==> config.mk <==
export PLATFORM = sky130hd
export DESIGN_NAME = minmax_tracker_4bit_flat
export DESIGN_NICKNAME = d
export VERILOG_FILES = /design/src/rtl/minmax_tracker_4bit_pkg.sv /design/src/rtl/minmax_tracker_4bit_if.sv /design/src/rtl/minmax_tracker_4bit_comparator.sv /design/src/rtl/minmax_tracker_4bit.sv /design/src/flat_wrapper.sv
export SDC_FILE = /design/constraint.sdc
export NUM_CORES = 1
export LEC_CHECK = 0
export CORE_AREA = 3 3 58 60
export DETAILED_ROUTE_END_ITERATION = 16
export DIE_AREA = 0 0 61 63
export SYNTH_ARGS = -nofsm -noshare
export SYNTH_HDL_FRONTEND = slang
export SYNTH_SLANG_ARGS = --single-unit
==> constraint.sdc <==
create_clock -name clk -period 1.7 [get_ports clk]
set_input_delay 0.255 -clock clk [delete_from_list [all_inputs] [get_ports clk]]
set_output_delay 0.255 -clock clk [all_outputs]
set_load 0.01 [all_outputs]
==> src/rtl/minmax_tracker_4bit_pkg.sv <==
// Shared definitions for the min/max tracker: data width, comparator
// result encoding, FSM state encoding and comparator decode helpers.
package minmax_pkg;

  localparam int DATA_W = 4;

  // One-hot comparator result: bit2=GT, bit1=EQ, bit0=LT
  localparam logic [2:0] CMP_GT = 3'b100;
  localparam logic [2:0] CMP_EQ = 3'b010;
  localparam logic [2:0] CMP_LT = 3'b001;

  typedef enum logic [1:0] {
    S_IDLE  = 2'd0,
    S_ACCUM = 2'd1,
    S_DONE  = 2'd2
  } state_t;

  // Only an exact one-hot GT code counts as "greater"
  function automatic logic cmpIsGt(input logic [2:0] res);
    return (res == CMP_GT);
  endfunction

  // Only an exact one-hot LT code counts as "less"
  function automatic logic cmpIsLt(input logic [2:0] res);
    return (res == CMP_LT);
  endfunction

  // EQ and every malformed (non-one-hot) code collapse to "equal"
  function automatic logic cmpIsEq(input logic [2:0] res);
    return !cmpIsGt(res) && !cmpIsLt(res);
  endfunction

endpackage

==> src/rtl/minmax_tracker_4bit_if.sv <==
// Sample-stream and result bundle for minmax_tracker_4bit.
// Optional macro MINMAX_TIE_COUNT_EN adds the tie_count_out result.
interface minmax_tracker_4bit_if #(
  parameter int CNT_W = 4
);
  import minmax_pkg::*;

  logic              start;
  logic [DATA_W-1:0] in_data;
  logic              in_valid;
  logic              in_ready;
  logic [DATA_W-1:0] max_out;
  logic [DATA_W-1:0] min_out;
  logic [CNT_W-1:0]  count_out;
  logic              busy;
  logic              done;
`ifdef MINMAX_TIE_COUNT_EN
  logic [CNT_W-1:0]  tie_count_out;

  modport master (
    output start, in_data, in_valid,
    input  in_ready, max_out, min_out, count_out, busy, done, tie_count_out
  );

  modport slave (
    input  start, in_data, in_valid,
    output in_ready, max_out, min_out, count_out, busy, done, tie_count_out
  );
`else
  modport master (
    output start, in_data, in_valid,
    input  in_ready, max_out, min_out, count_out, busy, done
  );

  modport slave (
    input  start, in_data, in_valid,
    output in_ready, max_out, min_out, count_out, busy, done
  );
`endif

endinterface

==> src/rtl/minmax_tracker_4bit_comparator.sv <==
// Unsigned 4-bit magnitude comparator producing a one-hot GT/EQ/LT code.
module Comparator_4bit
  import minmax_pkg::*;
(
  input  logic [DATA_W-1:0] a_i,
  input  logic [DATA_W-1:0] b_i,
  output logic [2:0]        result_o
);

  // Compare A against B; EQ is the fall-through result
  always_comb begin
    result_o = CMP_EQ;
    if (a_i > b_i) begin
      result_o = CMP_GT;
    end else if (a_i < b_i) begin
      result_o = CMP_LT;
    end
  end

endmodule

==> src/rtl/minmax_tracker_4bit.sv <==
// Windowed running max/min tracker fed by a valid/ready sample stream.
// Optional macro MINMAX_TIE_COUNT_EN counts samples equal to the current max.
module minmax_tracker_4bit
  import minmax_pkg::*;
#(
  parameter int WINDOW = 8,
  parameter int CNT_W  = 4
) (
  input  logic                 clk,
  input  logic                 rst_n,
  minmax_tracker_4bit_if.slave bus
);

  localparam logic [CNT_W-1:0] WINDOW_CNT = CNT_W'(WINDOW);

  state_t            state_q, state_d;
  logic [DATA_W-1:0] max_q, max_d;
  logic [DATA_W-1:0] min_q, min_d;
  logic [CNT_W-1:0]  count_q, count_d;
  logic              first_q, first_d;
`ifdef MINMAX_TIE_COUNT_EN
  logic [CNT_W-1:0]  tieCount_q, tieCount_d;
`endif

  logic [2:0] cmpMax;
  logic [2:0] cmpMin;
  logic       inReady;
  logic       accept;
  logic       lastAccept;
  logic       startWindow;

  Comparator_4bit uCmpMax (
    .a_i      (bus.in_data),
    .b_i      (max_q),
    .result_o (cmpMax)
  );

  Comparator_4bit uCmpMin (
    .a_i      (bus.in_data),
    .b_i      (min_q),
    .result_o (cmpMin)
  );

  assign inReady     = (state_q == S_ACCUM);
  assign accept      = bus.in_valid & inReady;
  assign lastAccept  = accept && ((count_q + CNT_W'(1)) == WINDOW_CNT);
  assign startWindow = bus.start && ((state_q == S_IDLE) || (state_q == S_DONE));

  // Window sequencing: start only honoured in IDLE/DONE, DONE lasts one cycle
  always_comb begin
    state_d = state_q;
    case (state_q)
      S_IDLE:  if (bus.start) state_d = S_ACCUM;
      S_ACCUM: if (lastAccept) state_d = S_DONE;
      S_DONE:  state_d = bus.start ? S_ACCUM : S_IDLE;
      default: state_d = S_IDLE;
    endcase
  end

  // Result update: first sample seeds max/min, later ones go through the comparators
  always_comb begin
    max_d   = max_q;
    min_d   = min_q;
    count_d = count_q;
    first_d = first_q;
`ifdef MINMAX_TIE_COUNT_EN
    tieCount_d = tieCount_q;
`endif
    if (startWindow) begin
      count_d = '0;
      first_d = 1'b1;
`ifdef MINMAX_TIE_COUNT_EN
      tieCount_d = '0;
`endif
    end else if (accept) begin
      count_d = count_q + CNT_W'(1);
      first_d = 1'b0;
      if (first_q) begin
        max_d = bus.in_data;
        min_d = bus.in_data;
      end else begin
        if (cmpIsGt(cmpMax)) max_d = bus.in_data;
        if (cmpIsLt(cmpMin)) min_d = bus.in_data;
`ifdef MINMAX_TIE_COUNT_EN
        if (cmpIsEq(cmpMax)) tieCount_d = tieCount_q + CNT_W'(1);
`endif
      end
    end
  end

  // State and result registers; reset clears everything without a clock
  always_ff @(posedge clk or negedge rst_n) begin
    if (!rst_n) begin
      state_q <= S_IDLE;
      max_q   <= '0;
      min_q   <= '1;
      count_q <= '0;
      first_q <= 1'b0;
`ifdef MINMAX_TIE_COUNT_EN
      tieCount_q <= '0;
`endif
    end else begin
      state_q <= state_d;
      max_q   <= max_d;
      min_q   <= min_d;
      count_q <= count_d;
      first_q <= first_d;
`ifdef MINMAX_TIE_COUNT_EN
      tieCount_q <= tieCount_d;
`endif
    end
  end

  assign bus.in_ready  = inReady;
  assign bus.busy      = inReady;
  assign bus.done      = (state_q == S_DONE);
  assign bus.max_out   = max_q;
  assign bus.min_out   = min_q;
  assign bus.count_out = count_q;
`ifdef MINMAX_TIE_COUNT_EN
  assign bus.tie_count_out = tieCount_q;
`endif

endmodule

==> src/flat_wrapper.sv <==
// flat-port wrapper written by rule: the top's interface ports become plain ports
module minmax_tracker_4bit_flat import minmax_pkg::*;
#(
  parameter int WINDOW = 8,
  parameter int CNT_W  = 4
)
  (clk, rst_n, bus_start, bus_in_data, bus_in_valid, bus_in_ready, bus_max_out, bus_min_out, bus_count_out, bus_busy, bus_done);
  minmax_tracker_4bit_if #(.CNT_W(CNT_W)) bus_i ();
  input  logic clk;
  input  logic rst_n;
  input wire logic [$bits(bus_i.start)-1:0] bus_start;
  input wire logic [$bits(bus_i.in_data)-1:0] bus_in_data;
  input wire logic [$bits(bus_i.in_valid)-1:0] bus_in_valid;
  output wire logic [$bits(bus_i.in_ready)-1:0] bus_in_ready;
  output wire logic [$bits(bus_i.max_out)-1:0] bus_max_out;
  output wire logic [$bits(bus_i.min_out)-1:0] bus_min_out;
  output wire logic [$bits(bus_i.count_out)-1:0] bus_count_out;
  output wire logic [$bits(bus_i.busy)-1:0] bus_busy;
  output wire logic [$bits(bus_i.done)-1:0] bus_done;
  assign bus_i.start = bus_start;
  assign bus_i.in_data = bus_in_data;
  assign bus_i.in_valid = bus_in_valid;
  assign bus_in_ready = bus_i.in_ready;
  assign bus_max_out = bus_i.max_out;
  assign bus_min_out = bus_i.min_out;
  assign bus_count_out = bus_i.count_out;
  assign bus_busy = bus_i.busy;
  assign bus_done = bus_i.done;
  minmax_tracker_4bit #(.WINDOW(WINDOW), .CNT_W(CNT_W)) u_core (.clk(clk), .rst_n(rst_n), .bus(bus_i));
endmodule
# After elaboration in Yosys (flattened, before gate mapping)
# Index checks and enable logic that the tools add are counted.
# W data, S select, Z words.
[totals]
ff_bits = 15
word_cells = 45
[op_classes]
bitwise = 2
order_cmp = 4
eq_ne = 7
muxes = 16
reduce_logical = 10
addsub = 1
[op_table]
columns = ["cell", "count"]
rows = [
  ["$mux W4", 6],
  ["$gt A4 B4 Y1", 2],
  ["$lt A4 B4 Y1", 2],
  ["$mux W2", 4],
  ["$mux W3", 2],
  ["$pmux W2 S3", 1],
  ["$reduce_and A3 Y1", 2],
  ["$reduce_bool A2 Y1", 3],
  ["$add A4 B1 Y4 const B", 1],
  ["$eq A4 B4 Y1 const B", 1],
  ["$ne A2 B2 Y1 const B", 2],
  ["$eq A3 B1 Y1 const B", 1],
  ["$eq A3 B3 Y1 const B", 1],
  ["$mux W1", 3],
  ["$eq A2 B1 Y1 const B", 1],
  ["$eq A2 B2 Y1 const B", 1],
  ["$logic_and A1 B1 Y1", 2],
  ["$logic_not A2 Y1", 1],
  ["$reduce_and A2 Y1", 1],
  ["$and A1 B1 Y1", 1],
  ["$logic_or A1 B1 Y1", 1],
  ["$not A1 Y1", 1],
]

# Depth between registers and ports, before layout
# Gate-level depths: netlist of run 1.
[logic_depth]
depth_word = 6
depth_mapped = 6
ltp_nobuf = 6

# By module
# From an unflattened synthesis of run 1, not the netlist that was laid out.
[hier_totals]
cells_unflattened = 93
hier_area_um2 = 959.7
[by_module_without_submodules]
columns = ["mod", "cells_each", "instances", "seq_area_each_um2", "area_per_inst_um2"]
rows = [
  ["minmax_tracker_4bit", 61, 1, 380.4, 706.9],
  ["Comparator_4bit", 16, 2, 0.0, 126.4],
]

# Worst setup path after synthesis of run 1
# Ideal clock, no wire load.
[synth_timing]
path_type = "reg2reg"
from = "reg u_core.max_q[3] (netlist: u_core.bus.max_out[3])"
to = "reg u_core.max_q[0] (netlist: u_core.bus.max_out[0])"
path_stages_with_launch = 7
t_arrival_ps = 1584
synth_period_minus_slack_ps = 1709
slack_ps = -9
path_cell_list = "dfrtp_1 -> inv_1 -> ha_1 -> nand2_1 -> o21bai_1 -> a211oi_2 -> mux2_2"
[synth_via]
elab_chain_cells = 6
word_cells_on_any_way = 7
cone_classes = "2 x order compare; 1 x eq/ne; 2 x mux; 2 x reduce/logical"
[synth_lines]
columns = ["item", "line", "source"]
rows = [
  ["from (decl)", "minmax_tracker_4bit.sv:17", "logic [DATA_W-1:0] max_q, max_d;"],
  ["from (signal assigned)", "minmax_tracker_4bit.sv:104", "max_q <= max_d;"],
  ["$lt A4 B4 Y1", "minmax_tracker_4bit_comparator.sv:15", "end else if (a_i < b_i) begin"],
  ["$mux W2", "minmax_tracker_4bit_comparator.sv:15", ""],
  ["$mux W3 *", "minmax_tracker_4bit_comparator.sv:13", "if (a_i > b_i) begin"],
  ["$eq A3 B3 Y1 *", "minmax_tracker_4bit_pkg.sv:20", "return (res == CMP_GT);"],
  ["$reduce_bool A2 Y1 (no source line) *", "-", ""],
  ["$reduce_and A3 Y1 (no source line) *", "-", ""],
]
# Mark *: on every way between the ends. The rest lies on a longest branch, timed or not.
# A chain may end at the register's enable or synchronous reset.

# Worst setup path after layout of run 1
[layout_timing]
from = "in bus_in_data[1]"
to = "reg u_core.max_q[1] (netlist: u_core.bus.max_out[1])"
[layout_via]
elab_chain_cells = 6
word_cells_on_any_way = 9
cone_classes = "2 x order compare; 1 x eq/ne; 4 x mux; 2 x reduce/logical"
[layout_lines]
columns = ["item", "line", "source"]
rows = [
  ["from (decl)", "flat_wrapper.sv:12", "input wire logic [$bits(bus_i.in_data)-1:0] bus_in_data;"],
  ["$lt A4 B4 Y1", "minmax_tracker_4bit_comparator.sv:15", ""],
  ["$mux W2", "minmax_tracker_4bit_comparator.sv:15", ""],
  ["$mux W3", "minmax_tracker_4bit_comparator.sv:13", ""],
  ["$eq A3 B3 Y1", "minmax_tracker_4bit_pkg.sv:20", ""],
  ["$reduce_bool A2 Y1 (no source line)", "-", ""],
  ["$reduce_and A3 Y1 (no source line)", "-", ""],
]
# Parallel ways exist; a longest one is shown, timed or not. The select of a mux whose other input is x is not followed.

==> flow_summary.toml, run 1 <==
[floorplan]
fp-row-count = 20
die_h_um = 63
coreArea_um2 = 2978
io_pins = 23
fp.dieW_um = 61
initial_core_util_pct = 29.20
die_area_um2 = 3843

[layout]
area_growth_pct = 56.83
final_core_util_pct = 45.80
finalNetCount = 136
drive_gt1_share_pct = 38.98
fillers = 296
mostFrequentLayoutCells = "buf_4 (15), clkdlybuf4s50_1 (14), dfrtp_1 (11), mux2_4 (8)"
final_cells = 151
diodes = 0
layout_commonest_cell = "buf_4"

[worst_setup_path]
critPathMaxFanout = 4
worstPathArrival_ns = 1.88
rr_worst_depth = 7
crit_chain = "clkdlybuf4s50_1 > ha_1 > nor2b_4 > o21bai_4 > a211oi_2 > buf_4 > mux2_4"
critPathSlowestCell = "clkdlybuf4s50_1"
r2r-start = "u_core.bus.max_out[1]"
r2r-end = "u_core.bus.max_out[1]"
cp.required_ns = 1.88
critical_path.max_stage_delay_ns = 0.43
cp-end-kind = "flip-flop"
path_class = "input pin to flip-flop"
worst_setup_path_start_kind = "input pin"
ff2ff_setup_slack_ns = 0.01

[clock_tree]
clockBufferDepth = 2
worstSkewPairLatency_ns = 0.29
cts.clk_slew.worst_paths_ns = 0.10
cts_sinks = 15
tritoncts = "built"
numCtsBuffers = 3
ctsRootBufferMaster = "clkbuf_4"
htree_levels = 1

[synthesis]
ys_warn_count = 0
netlist_area_um2 = 869.6
yosys_register_bits = 15
syn-num-nets = 95
syn_inst = 78
synth-async-reset-ratio_pct = 100.0
synth_cell_type_count = 28
ys_seq_area_share_pct = 43.74
ys.flop_type = "dfrtp_1"
synth_area_per_cell_um2 = 11.15
synth_edf_count = 0

[pwr]
pwr-share-clk_pct = 9.2
leakagePower_uw = 0.0006352
switching_share_pct = 35.83
pwr-share-comb_pct = 60.8
power_switching_uw = 827.2
ir_worst_vdd_v = 0.0006793
power-per-cell-area_nw_per_um2 = 1693
seqPwrFrac_pct = 30.0
power.internal_uw = 1481

[placed_design]
io_buffer_count = 22
place_hpwl_um = 1478
post-place-ws_ns = -0.3414
dp.cells = 145
gp_congestion = 0.7661

[sta]
hold_viol = 0
setup_violations = 1
holdWs_ns = 0.2680
slew_headroom_pct = 79.26
worst_pin_slew_ns = 0.3111
slew_viol_final = 0
skew_ns = 0.008041
period_share_pct = 100.1
tns_ns = -0.002039
rsz0062_at_grt = "yes"
fin_crit_ns = 1.702
setup_ws_ns = -0.002039
fmax_mhz = 587.5

[flow_run]
drv_cap = 0

[run_status]
violations = "setup timing"
run_status = "finished, violations left"

[detailed_routing]
antenna_left = 0
drc = 0
wl_per_cell_um = 14.15
first_pass_iters = 3
drtIter0Drc = 42
viasPerCell = 4.821
drt_wl_total_um = 2136
vias = 728

[global_route]
grt_pass1_vias = 741
grt_pass1_wl_um = 3243
antenna_found_initial = 0
grtUsageTotal_pct = 11.22
overflow = 0
grt_max_degree = 16

[hold_path]
hold_path.class = "input pin to asynchronous set/reset pin"
[area by class of cell]
class	instances	area [um2]	share of cell area, %
tap	33	41.29	3.028
clock buffer	4	26.28	1.927
sequential	15	380.4	27.89
timing repair buffer	37	330.3	24.22
multi-input combinational	54	555.5	40.73
inverter	8	30.03	2.202
[per-stage QoR]
| step | total power [uW] | instance area [um2] |
|---|---|---|
| global route | 2504 | 1364 |
| CTS | 2114 | 1266 |
| floorplan | 1297 | 869.6 |
| global placement | 1851 | 1221 |
| detailed placement | 1875 | 1221 |
| finish | 2308 | 1364 |
[what timing repair did]
| action | in CTS | in global routing |
|---|---|---|
| setup buffers | 1 | 1 |
| hold buffers | 0 | 0 |
| endpoints found under the setup margin | 13 | 9 |
| pin swaps | 1 | 5 |
| gates resized for setup | 10 | 19 |
[power by group through the flow]
stage	clock [uW]	sequential (uW)	combinational [uW]
3_5_place_dp	0	693	1180
3_3_place_gp	0	689	1160
5_1_grt	241	724	1540
6_report	213	692	1400
2_1_floorplan	0	756	541
4_1_cts	218	684	1210
[cell usage after synthesis, types with 2 or more instances]
cell type | number | area (um2)
nor2b_1 | 2 | 12.51
nand3_1 | 4 | 20.02
ha_1 | 9 | 112.6
nand2_1 | 7 | 26.28
dfstp_2 | 4 | 105.1
o211ai_1 | 3 | 22.52
dfrtp_1 | 11 | 275.3
o21ai_0 | 2 | 10.01
nor3b_1 | 2 | 15.01
a21oi_1 | 2 | 10.01
inv_1 | 8 | 30.03
mux2_2 | 8 | 90.09
[how the worst max path moves through the flow]
stage / depth (start not counted) / end / from
after floorplan: 6 / u_core.bus.max_out[0] / u_core.bus.max_out[3]
after global placement: 7 / u_core.bus.max_out[1] / bus_in_data[3]
after detailed placement: 7 / u_core.bus.max_out[1] / bus_in_data[3]
after CTS: 6 / u_core.bus.min_out[3] / u_core.bus.min_out[1]
after global routing: 7 / u_core.bus.max_out[1] / u_core.bus.max_out[1]
final: 7 / u_core.bus.max_out[1] / bus_in_data[1]
[sequential cells by signal, indices dropped and copies added, names as in the netlist]
name / count
u_core.bus.min_out: 4
u_core.bus.max_out: 4
u_core.state_q: 2
u_core.bus.count_out: 4
u_core.first_q: 1
[critical path, delay by kind of cell]
kind,cells,cell delay (ns)
AO/OA/AOI/OAI,2,0.23
buffers and inverters,2,0.61
multiplexers,1,0.31
adder cells (fa/ha/maj),1,0.31
AND/OR/NAND/NOR,1,0.17
[per-layer routing]
layer	vias to the layer above	wire length, um	share of wire (%)	global-route usage [%]
li1	353	-	-	-
met1	354	921	43	14.10
met2	21	1099	51	18.72
met3	0	114	5.3	4.339
met4	0	0	0	0.8130
met5	-	0	0	0
[cells by family after synthesis]
| kind of cell | Yosys count | synth area share (%) |
|---|---|---|
| AOI/OAI and AO/OA | 12 | 9.929 |
| adders and majority gates | 9 | 12.95 |
| and+or+nand+nor | 22 | 15.54 |
| DFF | 15 | 43.74 |
| xor gates and xnor gates | 2 | 2.015 |
| muxes | 9 | 11.51 |
| buffers and inverters | 9 | 4.317 |
(Power assumes the default switching activity.)
==> run 2, diff against run 1 <==
Settings changed: SLEW_MARGIN set to 20.
==> results of run 2 <==
The final DEF is identical to that of run 1; final timing and power are the same.
